$ cat config.mk
export PLATFORM = sky130hd
export DESIGN_NAME = cpu_run_ctrl
export DESIGN_NICKNAME = d
export VERILOG_FILES = /design/src/rtl/cpu_run_ctrl.sv
export SDC_FILE = /design/constraint.sdc
export NUM_CORES = 1
export LEC_CHECK = 0
export BUFFER_PORTS_ARGS = -buffer_cell sky130_fd_sc_hd__buf_2
export CAP_MARGIN = 5
export CORE_ASPECT_RATIO = 0.75
export CORE_MARGIN = 10
export CORE_UTILIZATION = 25
export DETAILED_ROUTE_END_ITERATION = 8
export GPL_TIMING_DRIVEN = 0
export SLEW_MARGIN = 25
export SYNTH_ARGS = -nofsm -noshare
export SYNTH_HDL_FRONTEND = slang
export SYNTH_SLANG_ARGS = --single-unit
$ cat constraint.sdc
create_clock -name clk -period 12.6 [get_ports clk]
set_input_delay 0.63 -clock clk [delete_from_list [all_inputs] [get_ports clk]]
set_output_delay 0.63 -clock clk [all_outputs]
set_load 0.005 [all_outputs]
$ cat src/rtl/cpu_run_ctrl.sv
// Run controller for the single-cycle CPU: sequences reset, runs for a bounded budget, halts,
// and captures cpu_out into a show-ahead trace FIFO. Define TRACE_CHANGE_ONLY_EN to push only on change.
module cpu_run_ctrl #(
  parameter int DATA_W      = 32,
  parameter int RST_CYCLES  = 2,
  parameter int MAX_CYCLES  = 40,
  parameter int TRACE_DEPTH = 16
) (
  input  logic                               clk,
  input  logic                               reset,
  input  logic                               start,
  input  logic                               halt_req,
  input  logic [DATA_W-1:0]                  cpu_out,
  output logic                               cpu_reset,
  output logic                               cpu_haltext,
  output logic                               busy,
  output logic                               done,
  output logic [31:0]                        cycle_count,
  input  logic                               trace_rd,
  output logic [DATA_W-1:0]                  trace_data,
  output logic                               trace_empty,
  output logic [$clog2(TRACE_DEPTH+1)-1:0]   trace_count,
  output logic                               trace_ovf
);

  localparam int PTR_W = $clog2(TRACE_DEPTH);
  localparam int CNT_W = $clog2(TRACE_DEPTH + 1);
  localparam int RC_W  = (RST_CYCLES > 1) ? $clog2(RST_CYCLES) : 1;

  typedef enum logic [2:0] {S_IDLE, S_RST, S_RUN, S_HALT, S_DONE} state_t;

  state_t             state_q, state_d;
  logic [RC_W-1:0]    rst_cnt_q, rst_cnt_d;
  logic [31:0]        cycle_count_q, cycle_count_d;
  logic [PTR_W-1:0]   wr_ptr_q, wr_ptr_d, rd_ptr_q, rd_ptr_d;
  logic [CNT_W-1:0]   count_q, count_d;
  logic               ovf_q, ovf_d;
  logic [DATA_W-1:0]  mem_q [TRACE_DEPTH];
`ifdef TRACE_CHANGE_ONLY_EN
  logic [DATA_W-1:0]  last_q, last_d;
`endif

  logic push_req, push, pop, full, empty, clear;

  assign full  = (count_q == CNT_W'(TRACE_DEPTH));
  assign empty = (count_q == '0);
  assign pop   = trace_rd && !empty;
  // A full FIFO still accepts a push when the same cycle frees a slot.
  assign push  = push_req && (!full || pop);

  always_comb begin
    // NOTE: every signal gets a default first so no path leaves it unassigned (no latches).
    state_d       = state_q;
    rst_cnt_d     = rst_cnt_q;
    cycle_count_d = cycle_count_q;
    push_req      = 1'b0;
    clear         = 1'b0;
    case (state_q)
      S_IDLE, S_DONE: begin
        if (start) begin
          state_d   = S_RST;
          rst_cnt_d = '0;
          clear     = 1'b1;
        end
      end
      S_RST: begin
        if (rst_cnt_q == RC_W'(RST_CYCLES - 1)) state_d = S_RUN;
        else rst_cnt_d = rst_cnt_q + 1'b1;
      end
      S_RUN: begin
        if (cycle_count_q != '1) cycle_count_d = cycle_count_q + 32'd1;
`ifdef TRACE_CHANGE_ONLY_EN
        push_req = (cycle_count_q == '0) || (cpu_out != last_q);
`else
        push_req = 1'b1;
`endif
        if (halt_req || cycle_count_q == 32'(MAX_CYCLES - 1)) state_d = S_HALT;
      end
      S_HALT:  state_d = S_DONE;
      default: state_d = S_IDLE;
    endcase
  end

  always_comb begin
    wr_ptr_d = push ? wr_ptr_q + 1'b1 : wr_ptr_q;
    rd_ptr_d = pop  ? rd_ptr_q + 1'b1 : rd_ptr_q;
    count_d  = count_q;
    if (push && !pop)      count_d = count_q + CNT_W'(1);
    else if (pop && !push) count_d = count_q - CNT_W'(1);
    ovf_d = ovf_q | (push_req && full && !pop);
`ifdef TRACE_CHANGE_ONLY_EN
    last_d = push_req ? cpu_out : last_q;
`endif
    cycle_count_d_clr();
  end

  // Start acceptance wipes the trace and counters on the same edge.
  function automatic void cycle_count_d_clr();
  endfunction

  logic [31:0]      cycle_count_n;
  logic [PTR_W-1:0] wr_ptr_n, rd_ptr_n;
  logic [CNT_W-1:0] count_n;
  logic             ovf_n;

  always_comb begin
    cycle_count_n = clear ? '0   : cycle_count_d;
    wr_ptr_n      = clear ? '0   : wr_ptr_d;
    rd_ptr_n      = clear ? '0   : rd_ptr_d;
    count_n       = clear ? '0   : count_d;
    ovf_n         = clear ? 1'b0 : ovf_d;
  end

  always_ff @(posedge clk or posedge reset) begin
    if (reset) begin
      // NOTE: sequential state uses non-blocking assignments so all flops update together.
      state_q       <= S_IDLE;
      rst_cnt_q     <= '0;
      cycle_count_q <= '0;
      wr_ptr_q      <= '0;
      rd_ptr_q      <= '0;
      count_q       <= '0;
      ovf_q         <= 1'b0;
`ifdef TRACE_CHANGE_ONLY_EN
      last_q        <= '0;
`endif
    end else begin
      state_q       <= state_d;
      rst_cnt_q     <= rst_cnt_d;
      cycle_count_q <= cycle_count_n;
      wr_ptr_q      <= wr_ptr_n;
      rd_ptr_q      <= rd_ptr_n;
      count_q       <= count_n;
      ovf_q         <= ovf_n;
`ifdef TRACE_CHANGE_ONLY_EN
      last_q        <= last_d;
`endif
    end
  end

  // NOTE: the storage array has no reset; count/pointers alone define which entries are valid.
  always_ff @(posedge clk) begin
    if (push) mem_q[wr_ptr_q] <= cpu_out;
  end

  assign cpu_reset   = (state_q == S_IDLE) || (state_q == S_RST);
  assign cpu_haltext = (state_q == S_HALT) || (state_q == S_DONE);
  assign busy        = (state_q == S_RST) || (state_q == S_RUN) || (state_q == S_HALT);
  assign done        = (state_q == S_DONE);
  assign cycle_count = cycle_count_q;
  assign trace_data  = mem_q[rd_ptr_q];
  assign trace_empty = empty;
  assign trace_count = count_q;
  assign trace_ovf   = ovf_q;

endmodule

=== Word level (Yosys, flattened, before mapping) ===
Memories as Yosys holds them, arrays and structs flattened.
Index checks and enable logic that the tools add are counted.

* Register bits after elaboration: 50
* Latch bits: 0
* Bits in writable memories: 512
* Bits in read-only memories: 0
* Bits of input ports: 37
* Output and inout bits: 75
* Word-level logic and storage cells: 76
* Memories kept: 1

* $add $sub $neg: 6
* Multiply operators: 0
* Div/mod/pow operators: 0
* Order comparisons: 0
* Equality and inequality tests: 10
* Shift operators: 0
* Muxes and demuxes: 23
* Bitwise logic cells: 1
* Reductions and logical operators: 28

{| class="wikitable"
|+ Memory list
! name !! words !! bits a word !! read ports !! clocked after memory_dff !! wr ports !! line !! text
|-
| mem_q || 16 || 32 || 1 || 0 || 1 || 38 || <nowiki>logic [DATA_W-1:0] mem_q [TRACE_DEPTH];</nowiki>
|}

{| class="wikitable"
|+ Operators with widths
! kind !! count
|-
| two-way mux 32 bit || 3
|-
| adder 32 x 1 -> 32 bit (second input constant) || 1
|-
| == test 32 x 6 -> 1 bit (second input constant) || 1
|-
| != test 32 bit (second input constant) || 1
|-
| two-way mux 4 bit || 4
|-
| two-way mux 5 bit || 3
|-
| case mux 3 bit (4 select lines) || 1
|-
| nonzero test 2 bit || 5
|-
| two-way mux 3 bit || 3
|-
| adder 4 x 1 -> 4 bit (second input constant) || 2
|-
| two-way mux 1 bit || 8
|-
| == test 3 x 2 -> 1 bit (second input constant) || 2
|-
| logical AND 1 bit || 6
|-
| logical OR 1 bit || 6
|-
| != test 2 bit (second input constant) || 3
|-
| adder 5 x 1 -> 5 bit (second input constant) || 1
|-
| == test 5 bit (second input constant) || 1
|-
| zero test 5 bit || 1
|-
| subtractor 5 x 1 -> 5 bit (second input constant) || 1
|-
| zero test 1 bit || 4
|-
| AND reduction 2 bit || 2
|-
| == test 3 x 1 -> 1 bit (second input constant) || 1
|-
| == test 3 bit (second input constant) || 1
|-
| zero test 3 bit || 1
|-
| other kinds (6) || 6
|}

=== Depth between registers and ports, before layout ===
Gate-level depths: netlist (run 1).

* Depth in word-level cells: 10
* Mapped depth: 10
* Depth with buffers taken out: 10

=== Least setup slack after synthesis (run 1) ===
Ideal clock, no wire load.

* Path kind: reg-to-reg
* Start point: reg state_q[0]
* End point: mem mem_q[4][0], enable pin
* Library setup time: 461 ps
* Arrival: 3690 ps
* Data required time: 12139 ps
* Slack: 8449 ps
* Stages on the path, launching flop included: 7
* Path buffers: 2
* Period minus slack after synthesis: 4151 ps
* Path through: dfrtp_1 -> buf_6 -> or3b_1 -> buf_6 -> a31oi_2 -> nand2_1 -> nor3_1

* Word-level cells in the longest chain between the ends: 5

{| class="wikitable"
|+ Ends and longest elaborated chain
! what !! line !! text
|-
| start, declared || 32 || <nowiki>state_t state_q, state_d;</nowiki>
|-
| start signal, assigned || 128 || <nowiki>state_q <= state_d;</nowiki>
|-
| == test 3 x 2 -> 1 bit || 58 || <nowiki>case (state_q)</nowiki>
|-
| two-way mux 1 bit || 58 ||
|-
| logical AND 1 bit || 49 || <nowiki>assign push = push_req && (!full || pop);</nowiki>
|-
| two-way mux 1 bit || 143 || <nowiki>if (push) mem_q[wr_ptr_q] <= cpu_out;</nowiki>
|-
| two-way mux 1 bit (not written as such) || 143 ||
|-
| end, declared || 38 ||
|}

Every way passes these cells.

=== Worst setup path in the final report (run 1) ===
* Start point: reg rd_ptr_q[1]
* End point: out trace_data[31]

* Word-level cells in the longest chain between the ends: 1

{| class="wikitable"
|+ Ends and longest elaborated chain
! what !! line !! text
|-
| start, declared || 35 || <nowiki>logic [PTR_W-1:0] wr_ptr_q, wr_ptr_d, rd_ptr_q, rd_ptr_d;</nowiki>
|-
| start signal, assigned || 132 || <nowiki>rd_ptr_q <= rd_ptr_n;</nowiki>
|-
| memory (16 x 32 bit) || - ||
|-
| end, declared || 20 || <nowiki>output logic [DATA_W-1:0] trace_data,</nowiki>
|}

Every way passes these cells.

==> summary.md, run 1 <==
| Metric | Value |
|---|---|
| Outcome | `finished, final reports clean` |
| ANT nets after route | `0` |
| Worst setup margin | `8.36 ns` |
| CP max stage delay | `about 0.8 ns` |
| Core area | `about 90000 sq um` |
| Clock root cell | `clkbuf_16` |
| Worst vdd ir | `0.0993 mV` |
| Cells on worst reg2reg path | `10` |
| Drt wl/cell | `22.2 um` |
| Clk_lat worst skew | `0.64 ns` |
| Crit path max fanout | `10` |
| Port buffer count | `111` |
| Capturing point of the worst reg2reg path | `trace_count[4]` |
| Vias in the first global route | `roughly 12000` |
| #FFs+latches synth | `around 560` |
| CTS Sinks | `562` |
| Final Non-Filler Cells | `2459` |
| Min Tclk post-route | `4.24 ns` |
| Period utilization | `0.337` |
| Drt drc | `0` |
| Placed Area | `24700 sq um` |
| Reg-to-reg startpoint | `trace_count[0]` |
| Num CTS Buffers | `58` |
| Drt initial violations | `974` |
| Worst rel slew slack | `0.321` |
| TNS Setup | `0 ns` |
| Critical path's slowest cell | `clkbuf_1` |
| Number of antenna violations at the first check in global routing | `18` |
| WL final | `54.7 mm` |
| All-Layer GR Usage | `0.106` |
| Yosys warns | `0` |
| Hold crit path type | `in -> async` |
| Total power | `5.21 mW` |
| F_max | `236 MHz` |
| Post-CTS resize count | `0` |
| Startpoint types | `flip-flop` |
| Clock buffer depth | `3` |
| Setup Viol. Count Final | `0` |
| Layout area overhead | `19.7%` |
| Layout cell share with drive strength beyond 1 | `0.333` |
| Final core occ | `0.303` |
| Mapped cell area | `22200 sq um` |
| Multi-input logic area | `5410 sq um` |
| Hold Fails Final Rpt | `0` |
| Synth Net Count | `1104` |
| Max-cap viol count | `0` |
| Post CTS Setup Buffer Count | `0` |
| First-pass GRT wire length | `80.2 mm` |
| Asr flop ratio synth | `0.0890` |
| Final instance area | `26600 sq um` |
| CTS Hold Bufs | `0` |
| Unrepaired setup endpoints after global routing | `false` |
| Pleak | `about 8.7 nW` |
| Ys flop type | `edfxtp_1` |
| Placement Setup Slack | `between 8 and 9 ns` |
| Die height | `278 um` |
| Layout Nets | `1305` |
| Critical Path RT | `between 10 and 15 ns` |
| Worst path cell trace | `clkbuf_1, clkbuf_1, mux4_2, mux4_2, buf_2` |
| CP delay by family, top | `buffers and inverters` |
| CTS H-tree lvls | `2` |
| Detail Placement HPWL | `34.9 mm` |
| Critical path endpoint category | `output port` |
| Top cell type's share of synthesized area | `0.691` |
| Total die area | `roughly 100000 sq um` |
| Mapped Avg Cell Area | `21.0 sq um` |
| Register area share after synthesis | `0.748` |
| Worst-Margin Slew | `1.02 ns` |
| Count of cell types in the netlist | `47` |
| WP data arrival | `roughly 3.6 ns` |
| FF+latch area | `16600 sq um` |
| Largest area contributor in the netlist | `edfxtp_1` |
| Worst Clk Skew | `0.0334 ns` |
| Die Width | `roughly 360 um` |
| Reg clk slew, reported paths | `0.06 ns` |
| Area contributors post-synth | `edfxtp_1 69%, mux4_2 16%, dfrtp_1 5.6%, nand2_1 0.64%, mux2i_1 0.59%` |
| Drt pass-1 iters | `5` |
| Post-Place Cells | `approximately 2400` |
| Largest net degree at the start of global routing | `51` |
| R2R Setup Slk | `9.25 ns` |
| Cell Pwr Density | `around 200 nW/um^2` |
| EDFF count, synth | `just over 500` |
| GRT Residual Overflow | `0` |
| Number of fill cells | `around 8500` |
| Setup Crit Path Kind | `reg -> out` |
| Buf/Inv on CP | `3` |
| Initial Util | `0.253` |
| WHS | `~0.096 ns` |
| TritonCTS clock tree | `built` |
| Via/cell ratio | `4.61` |
| RePlAce Congestion | `between 0.8 and 0.9` |
| # IOs | `112` |
| DR vias | `11337` |
| Max Slew Vio Count | `0` |
| Cells after Synth | `~1100` |
| # rows | `94` |
## layout by cell type (no fill, tap or decap), types with 11 or more instances in the layout
cell / netlist / layout
a21oi_1: 21 / 21
buf_2: 10 / 124
buf_4: 1 / 21
clkbuf_1: 30 / 41
clkbuf_16: 0 / 58
clkinv_1: 0 / 12
clkinv_2: 0 / 11
dfrtp_1: 50 / 50
edfxtp_1: 512 / 512
inv_1: 12 / 11
mux2i_1: 13 / 13
mux4_2: 160 / 160
nand2_1: 38 / 38
nand3_1: 20 / 20
nand4_1: 11 / 11
nor2_1: 32 / 28
nor4_1: 11 / 11
or4_1: 12 / 12
## layer usage
| metal | wire length (um) | up-vias | part of all wire | GRT usage |
|---|---|---|---|---|
| met5 | 106 | - | 0.0019 | 0 |
| met4 | 1290 | 16 | 0.024 | 0.0327 |
| met3 | 3880 | 107 | 0.071 | 0.0240 |
| met2 | 26500 | 357 | 0.48 | 0.174 |
| met1 | 22900 | 6019 | 0.42 | 0.138 |
| li1 | - | 4838 | - | - |
## state kept, by name, indices dropped and copies added, names as in the netlist
register	flops
state_q	3
mem_q	512
rd_ptr_q	4
trace_ovf	1
wr_ptr_q	4
cycle_count	32
trace_count	5
rst_cnt_q	1
## Yosys cell counts, drive strengths merged (10+ instances only)
cell	instances
edfxtp	512
inv	12
nor2	32
a21oi	21
nand2	39
buf	22
mux4	160
and2	12
nand3	20
dfrtp	50
or4	12
nor4	13
clkbuf	31
nand4	11
mux2i	13
o21ai	10
## worst reg2reg max path, stage by stage (launching register included)
cell and delay [ns]:
dfrtp_1 0.46, nor4_1 0.71, nand2b_1 0.37, o21ai_0 0.20, nand2_1 0.19, fa_1 0.47
a21o_1 0.19, a21oi_1 0.29, nand2_1 0.09, a31oi_1 0.17, a21oi_1 0.08
## logic make-up after synthesis
kind of cell               after synthesis  share of synthesized area
AOI/OAI and AO/OA                       60                     0.0180
adders and majority gates               10                    0.00596
muxes                                  177                      0.170
buffers and inverters                   65                     0.0124
DFF                                    562                      0.748
xor gates and xnor gates                 8                    0.00315
and+or+nand+nor                        175                     0.0428
## worst max path at each step
stage                      startpoint              to  slack [ns]  depth (start not counted)
after floorplan            state_q[0]     mem_q[4][0]        8.45                          6
after global placement     state_q[0]    mem_q[6][13]        5.31                          6
after detailed placement  rd_ptr_q[0]  trace_data[25]        8.77                          6
after CTS                 rd_ptr_q[0]  trace_data[25]        8.08                          6
after global routing      rd_ptr_q[1]  trace_data[31]        8.26                          5
final                     rd_ptr_q[1]  trace_data[31]        8.36                          5
## report_power, final
group | leakage [nW] | total (mW) | internal (mW) | switching [mW]
sequential | 5.29 | 2.15 | 2.11 | 0.0381
clock | 0.921 | 1.71 | 0.992 | 0.717
combinational | 2.48 | 1.35 | 0.626 | 0.721
## area by class of cell
cell class | instances | share of cell area
tap | 1152 | 0.0542
multi-input combinational | 430 | 0.203
sequential | 562 | 0.625
clock inverter | 36 | 0.0148
clock buffer | 71 | 0.0564
antenna | 2 | 0.000188
buffer | 53 | 0.00907
timing repair buffer | 141 | 0.0358
inverter | 12 | 0.00179
No activity file was read; power rests on OpenSTA's default activity.
==> run 2, diff against run 1 <==
Clock period 12.6 ns to 4.1 ns, I/O delays scaled along.
==> run 2 against run 1 <==
Compared with the run above: first-iteration DRC count down 0.10%; largest power group unchanged; count of clock-buffer cells in the layout unchanged; combinational power rose to 3.1 times the previous value; sequential cell count unchanged; clock skew down 0.0035 ns; non-clock buffer count up 36; via count up 1.2%; critical path depth unchanged; register-to-register slack worse by 8.5 ns; worst hold slack better by 0.13 ns; design area up 1.4%.
==> summary.md, run 2 (same netlist as run 1, synthesis figures left out) <==
| Metric | Value |
|---|---|
| Number of fill cells | `8481 (-0.27%)` |
| Max reg flops | `512 (unchanged)` |
| Number of antenna violations at the first check in global routing | `9 (-9)` |
| Crit path max fanout | `10 (unchanged)` |
| ANT nets after route | `0 (unchanged)` |
| Post-Place Cells | `2350 (unchanged)` |
| Setup Crit Path Kind | `reg -> out` |
| Capturing point of the worst reg2reg path | `trace_count[4]` |
| Hold Fails Final Rpt | `0 (unchanged)` |
| Clock root cell | `clkbuf_16` |
| WL met2 | `26.6 mm (+0.34%)` |
| GRT Residual Overflow | `0 (unchanged)` |
| Critical Path RT | `3.89 ns (-8.08 ns)` |
| Critical path endpoint category | `output port` |
| Drt wl/cell | `21.9 um (-1.4%)` |
| Post-CTS resize count | `0 (unchanged)` |
| RePlAce Congestion | `0.812 (unchanged)` |
| Total die area | `101000 sq um (unchanged)` |
| Vias in the first global route | `12027 (+1.4%)` |
| CTS Hold Bufs | `36 (+36)` |
| Commonest cells after routing, fill and taps aside | `512 x edfxtp_1, 160 x mux4_2, 124 x buf_2` |
| Unrepaired setup endpoints after global routing | `false` |
| Die Width | `364 um (unchanged)` |
| WL final | `54.8 mm (+0.11%)` |
| CTS Sinks | `562 (unchanged)` |
| Worst rel slew slack | `0.314 (-0.00671)` |
| F_max | `about 260 MHz` |
| Detail Placement HPWL | `34.9 mm (unchanged)` |
| TritonCTS clock tree | `built` |
| TNS Setup | `0 ns (unchanged)` |
| Drt pass-1 iters | `5 (unchanged)` |
| Layout area overhead | `21.3%` |
| Met3 wire length | `3.33 mm (-14%)` |
| Cells on worst reg2reg path | `10 (unchanged)` |
| Worst setup margin | `0.272 ns (-8.09 ns)` |
| Largest net degree at the start of global routing | `51 (unchanged)` |
| Setup Viol. Count Final | `0 (unchanged)` |
| All-Layer GR Usage | `0.106 (+0.000152)` |
| Critical path's slowest cell | `clkbuf_1` |
| First-pass GRT wire length | `80.6 mm (+0.53%)` |
| Reg with most FFs | `mem_q` |
| Num CTS Buffers | `58 (unchanged)` |
| CTS H-tree lvls | `2 (unchanged)` |
| Outcome | `finished, final reports clean` |
| Metal-1 WL | `23.6 mm (+3.0%)` |
| Worst Clk Skew | `0.0299 ns (-0.00347 ns)` |
| Period utilization | `0.934` |
| Startpoint types | `flip-flop` |
| Drt drc | `0 (unchanged)` |
| Clk_lat worst skew | `0.63 ns (about the same)` |
| Port buffer count | `111 (unchanged)` |
| Hold crit path type | `in -> async` |
| Commonest non-fill, non-tap cell in the layout | `edfxtp_1` |
| Die height | `278 um (unchanged)` |
| Worst vdd ir | `0.306 mV (+210%)` |
| WP data arrival | `3.62 ns (about the same)` |
| Drt initial violations | `973 (-0.10%)` |
| # IOs | `112 (unchanged)` |
| Initial Util | `0.253 (unchanged)` |
| Min Tclk post-route | `3.83 ns` |
| Core area | `88000 sq um (unchanged)` |
| Worst path cell trace | `clkbuf_1, clkbuf_1, mux4_2, mux4_2, buf_2` |
| Layout Nets | `1341 (+2.8%)` |
| Max Slew Vio Count | `0 (unchanged)` |
| DR vias | `11468 (+1.2%)` |
| Cell Pwr Density | `595 nW/um^2 (+200%)` |
| R2R Setup Slk | `0.77 ns (-8.48 ns)` |
| # rows | `94 (unchanged)` |
| Reg-to-reg startpoint | `trace_count[0]` |
| Placement Setup Slack | `0.697 ns (-8.07 ns)` |
| CP max stage delay | `0.83 ns (about the same)` |
| Max-cap viol count | `0 (unchanged)` |
| Final Non-Filler Cells | `2496 (+1.5%)` |
| Highest Signal Layer | `met5` |
| Layout cell share with drive strength beyond 1 | `0.324 (-0.00895)` |
| Post CTS Setup Buffer Count | `0 (unchanged)` |
| Pleak | `8.84 nW (+1.7%)` |
| Reg clk slew, reported paths | `0.06 ns (about the same)` |
| Worst-Margin Slew | `1.03 ns (+0.0101 ns)` |
| Via/cell ratio | `4.59 (-0.34%)` |
| Clock buffer depth | `3 (unchanged)` |
==> run 2: cell count changes in the layout (fill, tap and decap cells not counted), sizes merged <==
| cell | before | now |
|---|---|---|
| diode | 2 | 3 |
| dlygate4sd3 | 0 | 36 |
==> run 2: layout make-up <==
cell class / count / area (sq um) / share of cell area
repair buffers: 177 / 1310 / 0.0487
flip-flops and latches: 562 / 16600 / 0.616
multi-input cells: 430 / 5410 / 0.200
inverters: 12 / 47.5 / 0.00176
diodes: 3 / 7.51 / 0.000278
well taps: 1152 / 1440 / 0.0534
clock inverters: 36 / 393 / 0.0146
plain buffers: 53 / 241 / 0.00895
clock buffers: 71 / 1500 / 0.0556
==> run 2: worst max-delay path by stage <==
stage | cells after the start | start | endpoint
6_report | 5 | rd_ptr_q[1] | trace_data[31]
4_1_cts | 6 | rd_ptr_q[0] | trace_data[25]
5_1_grt | 5 | rd_ptr_q[1] | trace_data[31]
3_5_place_dp | 6 | rd_ptr_q[0] | trace_data[25]
3_3_place_gp | 6 | state_q[0] | mem_q[6][13]
2_1_floorplan | 6 | state_q[0] | mem_q[4][0]
==> run 2: stage by stage <==
| stage | util | hold slack, ns | power (mW) | cell area, sq um |
|---|---|---|---|---|
| floorplan | - | 0.304 | 9.36 | 22200 |
| global placement | 0.275 | 0.443 | 10.9 | 24200 |
| detailed placement | 0.281 | 0.361 | 11.0 | 24700 |
| CTS | 0.307 | 0.232 | 16.3 | 27000 |
| global route | 0.307 | 0.273 | 16.8 | 27000 |
| finish | 0.307 | 0.224 | 16.0 | 27000 |
==> run 2: where the power goes <==
| part | switching [mW] | leakage (nW) | internal (mW) |
|---|---|---|---|
| clock network | 2.20 | 0.921 | 3.05 |
| registers | 0.118 | 5.29 | 6.50 |
| logic | 2.23 | 2.63 | 1.95 |
| total | 4.55 | 8.84 | 11.5 |
==> run 2: metal layers <==
layer / up-vias / GRT usage
met3: 87 / 0.0202
met4: 6 / 0.0317
met1: 6111 / 0.141
met5: - / 0
li1: 4910 / -
met2: 354 / 0.175
==> run 2: worst max-delay path: cells and delay by family, from the launching register on <==
family | cells | cell delay [ns]
multiplexers | 2 | 1.00
flip-flops | 1 | 0.47
buffers and inverters | 3 | 1.52
==> run 3, diff against run 2 <==
Settings changed: BUFFER_PORTS_ARGS -buffer_cell sky130_fd_sc_hd__buf_2 to -buffer_cell sky130_fd_sc_hd__buf_4, CORE_ASPECT_RATIO 0.75 to 1.25.
==> run 3 against run 2 <==
Compared with the run above: utilization is 0.30 points higher; sequential cell count stayed put; worst setup slack better by 0.19 ns; first-iteration DRC count is 2.0% lower; critical endpoint is now trace_data[27]; clock skew is 0.0063 ns higher.
==> summary.md, run 3 (same netlist as run 1, synthesis figures left out) <==
| Metric | Value |
|---|---|
| Max-cap viol count | `0 (unchanged)` |
| Setup Crit Path Kind | `reg -> out` |
| Num CTS Buffers | `58 (unchanged)` |
| Final core occ | `0.310 (+0.00304)` |
| # IOs | `112 (unchanged)` |
| Vias in the first global route | `12265 (+2.0%)` |
| Port buffer count | `111 (unchanged)` |
| Critical path endpoint category | `output port` |
| Clock network fraction of total power | `0.330 (+0.003)` |
| Critical Path RT | `3.89 ns (about the same)` |
| # rows | `122 (+30%)` |
| Sequential power share | `0.406 (-0.006)` |
| Worst-Margin Slew | `0.974 ns (-0.0544 ns)` |
| Initial Util | `0.252 (-0.00117)` |
| Reg clk slew, reported paths | `0.06 ns (about the same)` |
| Max Slew Vio Count | `0 (unchanged)` |
| Total die area | `101000 sq um (about the same)` |
| Worst rel slew slack | `0.351 (+0.0363)` |
| N_diodes | `0 (-3)` |
| Detail Placement HPWL | `35.5 mm (+1.8%)` |
| WL final | `55.3 mm (+1.1%)` |
| CTS Sinks | `562 (unchanged)` |
| Switching share of total power | `0.280 (-0.00379)` |
| R2R Setup Slk | `0.73 ns (-0.04 ns)` |
| Crit path max fanout | `10 (unchanged)` |
| First-pass GRT wire length | `82.3 mm (+2.0%)` |
| Unrepaired setup endpoints after global routing | `false` |
| Die height | `353 um (+27%)` |
| F_max | `275 MHz (+5.3%)` |
| Commonest non-fill, non-tap cell in the layout | `edfxtp_1` |
| WP data arrival | `3.43 ns (-0.19 ns)` |
| Drt wl/cell | `22.0 um (+0.25%)` |
| Worst Clk Skew | `0.0363 ns (+0.00633 ns)` |
| Internal | `11.7 mW (+2.1%)` |
| GRT Residual Overflow | `0 (unchanged)` |
| Capturing point of the worst reg2reg path | `mem_q[5][18]` |
| Max reg flops | `512 (unchanged)` |
| Worst vdd ir | `0.416 mV (+36%)` |
| Switching pwr | `4.56 mW (+0.21%)` |
| Number of antenna violations at the first check in global routing | `5 (-4)` |
| Via/cell ratio | `4.54 (-1.2%)` |
| Setup Viol. Count Final | `0 (unchanged)` |
| Layout area overhead | `23.1%` |
| Min Tclk post-route | `3.64 ns (-0.191 ns)` |
| Outcome | `finished, final reports clean` |
| Largest net degree at the start of global routing | `43 (-16%)` |
| Die Width | `287 um (-21%)` |
| Core area | `88400 sq um (+0.46%)` |
| Final instance area | `27400 sq um (+1.5%)` |
| Period utilization | `0.887 (-0.0467)` |
| RePlAce Congestion | `0.815 (+0.31%)` |
| Pleak | `8.93 nW (+1.0%)` |
| Reg with most FFs | `mem_q` |
| TritonCTS clock tree | `built` |
| Commonest cells after routing, fill and taps aside | `512 x edfxtp_1, 160 x mux4_2, 127 x buf_4` |
| All-Layer GR Usage | `0.108 (+0.00176)` |
| CTS H-tree lvls | `2 (unchanged)` |
| Startpoint types | `flip-flop` |
| Drt pass-1 iters | `5 (unchanged)` |
| Placed Area | `25000 sq um (+1.3%)` |
| ANT nets after route | `0 (unchanged)` |
| Clock buffer depth | `3 (unchanged)` |
| DR vias | `11423 (-0.39%)` |
| TNS Setup | `0 ns (unchanged)` |
| Reg-to-reg startpoint | `state_q[0]` |
| Layout cell share with drive strength beyond 1 | `0.327 (+0.00222)` |
| Clock root cell | `clkbuf_16` |
| Layout Nets | `1340 (-0.075%)` |
| CP startpoint | `rd_ptr_q[1]` |
| Combinational share of power | `0.263 (+0.003)` |
| Cell Pwr Density | `595 nW/um^2 (+0.10%)` |
| Hold crit path type | `in -> async` |
| Drt drc | `0 (unchanged)` |
| Cells on worst reg2reg path | `9 (-1)` |
| Hold Fails Final Rpt | `0 (unchanged)` |
| Clk_lat worst skew | `0.64 ns (about the same)` |
| Drt initial violations | `954 (-2.0%)` |
[run 3: how the worst max path moves through the flow]
stage / end / slack (ns) / cells past startpoint
finish: trace_data[27] / 0.46 / 5
global placement: mem_q[7][15] / -3.40 / 6
CTS: trace_data[27] / 0.1 / 6
global route: trace_data[27] / 0.26 / 5
detailed placement: mem_q[5][15] / 0.77 / 9
floorplan: mem_q[4][0] / -0.05 / 6
[run 3: worst max-delay path, stage by stage (launching register included)]
cell	delay, ns
dfrtp_1	0.50
clkbuf_1	0.43
clkbuf_1	0.73
mux4_2	0.41
mux4_2	0.55
buf_4	0.17
[run 3: area by class of cell]
cell class | count | area (sq um)
inverter | 12 | 47.5
multi-input combinational | 430 | 5410
timing repair buffer | 176 | 1610
fill | 8477 | 61000
clock inverter | 36 | 470
sequential | 562 | 16600
buffer | 53 | 243
tap | 1178 | 1470
clock buffer | 69 | 1490
[run 3: layer usage]
layer,up-vias,share of wire,GRT usage
met5,-,0.0013,0
met1,6090,0.41,0.135
met3,89,0.056,0.0216
met2,338,0.51,0.187
li1,4896,-,-
met4,10,0.020,0.0298
[run 3: repair_timing]
action / CTS / global route
hold buffers: 36 / 0
endpoints found under the setup margin: 0 / 0
buffers inserted: 0 / 0
hold endpoints to repair: 567 / 0
gates resized for setup: 0 / 0
[run 3: stage by stage]
| stage | power (mW) | worst slack, ns | cells | hold slack (ns) |
|---|---|---|---|---|
| after floorplan | 9.36 | -0.0507 | 1057 | 0.304 |
| after global placement | 11.1 | -3.40 | 2346 | 0.430 |
| after detailed placement | 11.2 | 0.772 | 2375 | 0.152 |
| after CTS | 16.6 | 0.0984 | 2516 | 0.0243 |
| after global routing | 17.1 | 0.257 | 2516 | 0.0523 |
| final | 16.3 | 0.463 | 2516 | 0.0513 |
[run 3: power by group through the flow]
stage	sequential (mW)	clock, mW	combinational, mW
final	6.62	5.38	4.29
after global routing	6.65	5.74	4.69
after CTS	6.62	5.50	4.47
after detailed placement	6.74	0	4.42
after global placement	6.74	0	4.32
after floorplan	6.71	0	2.65
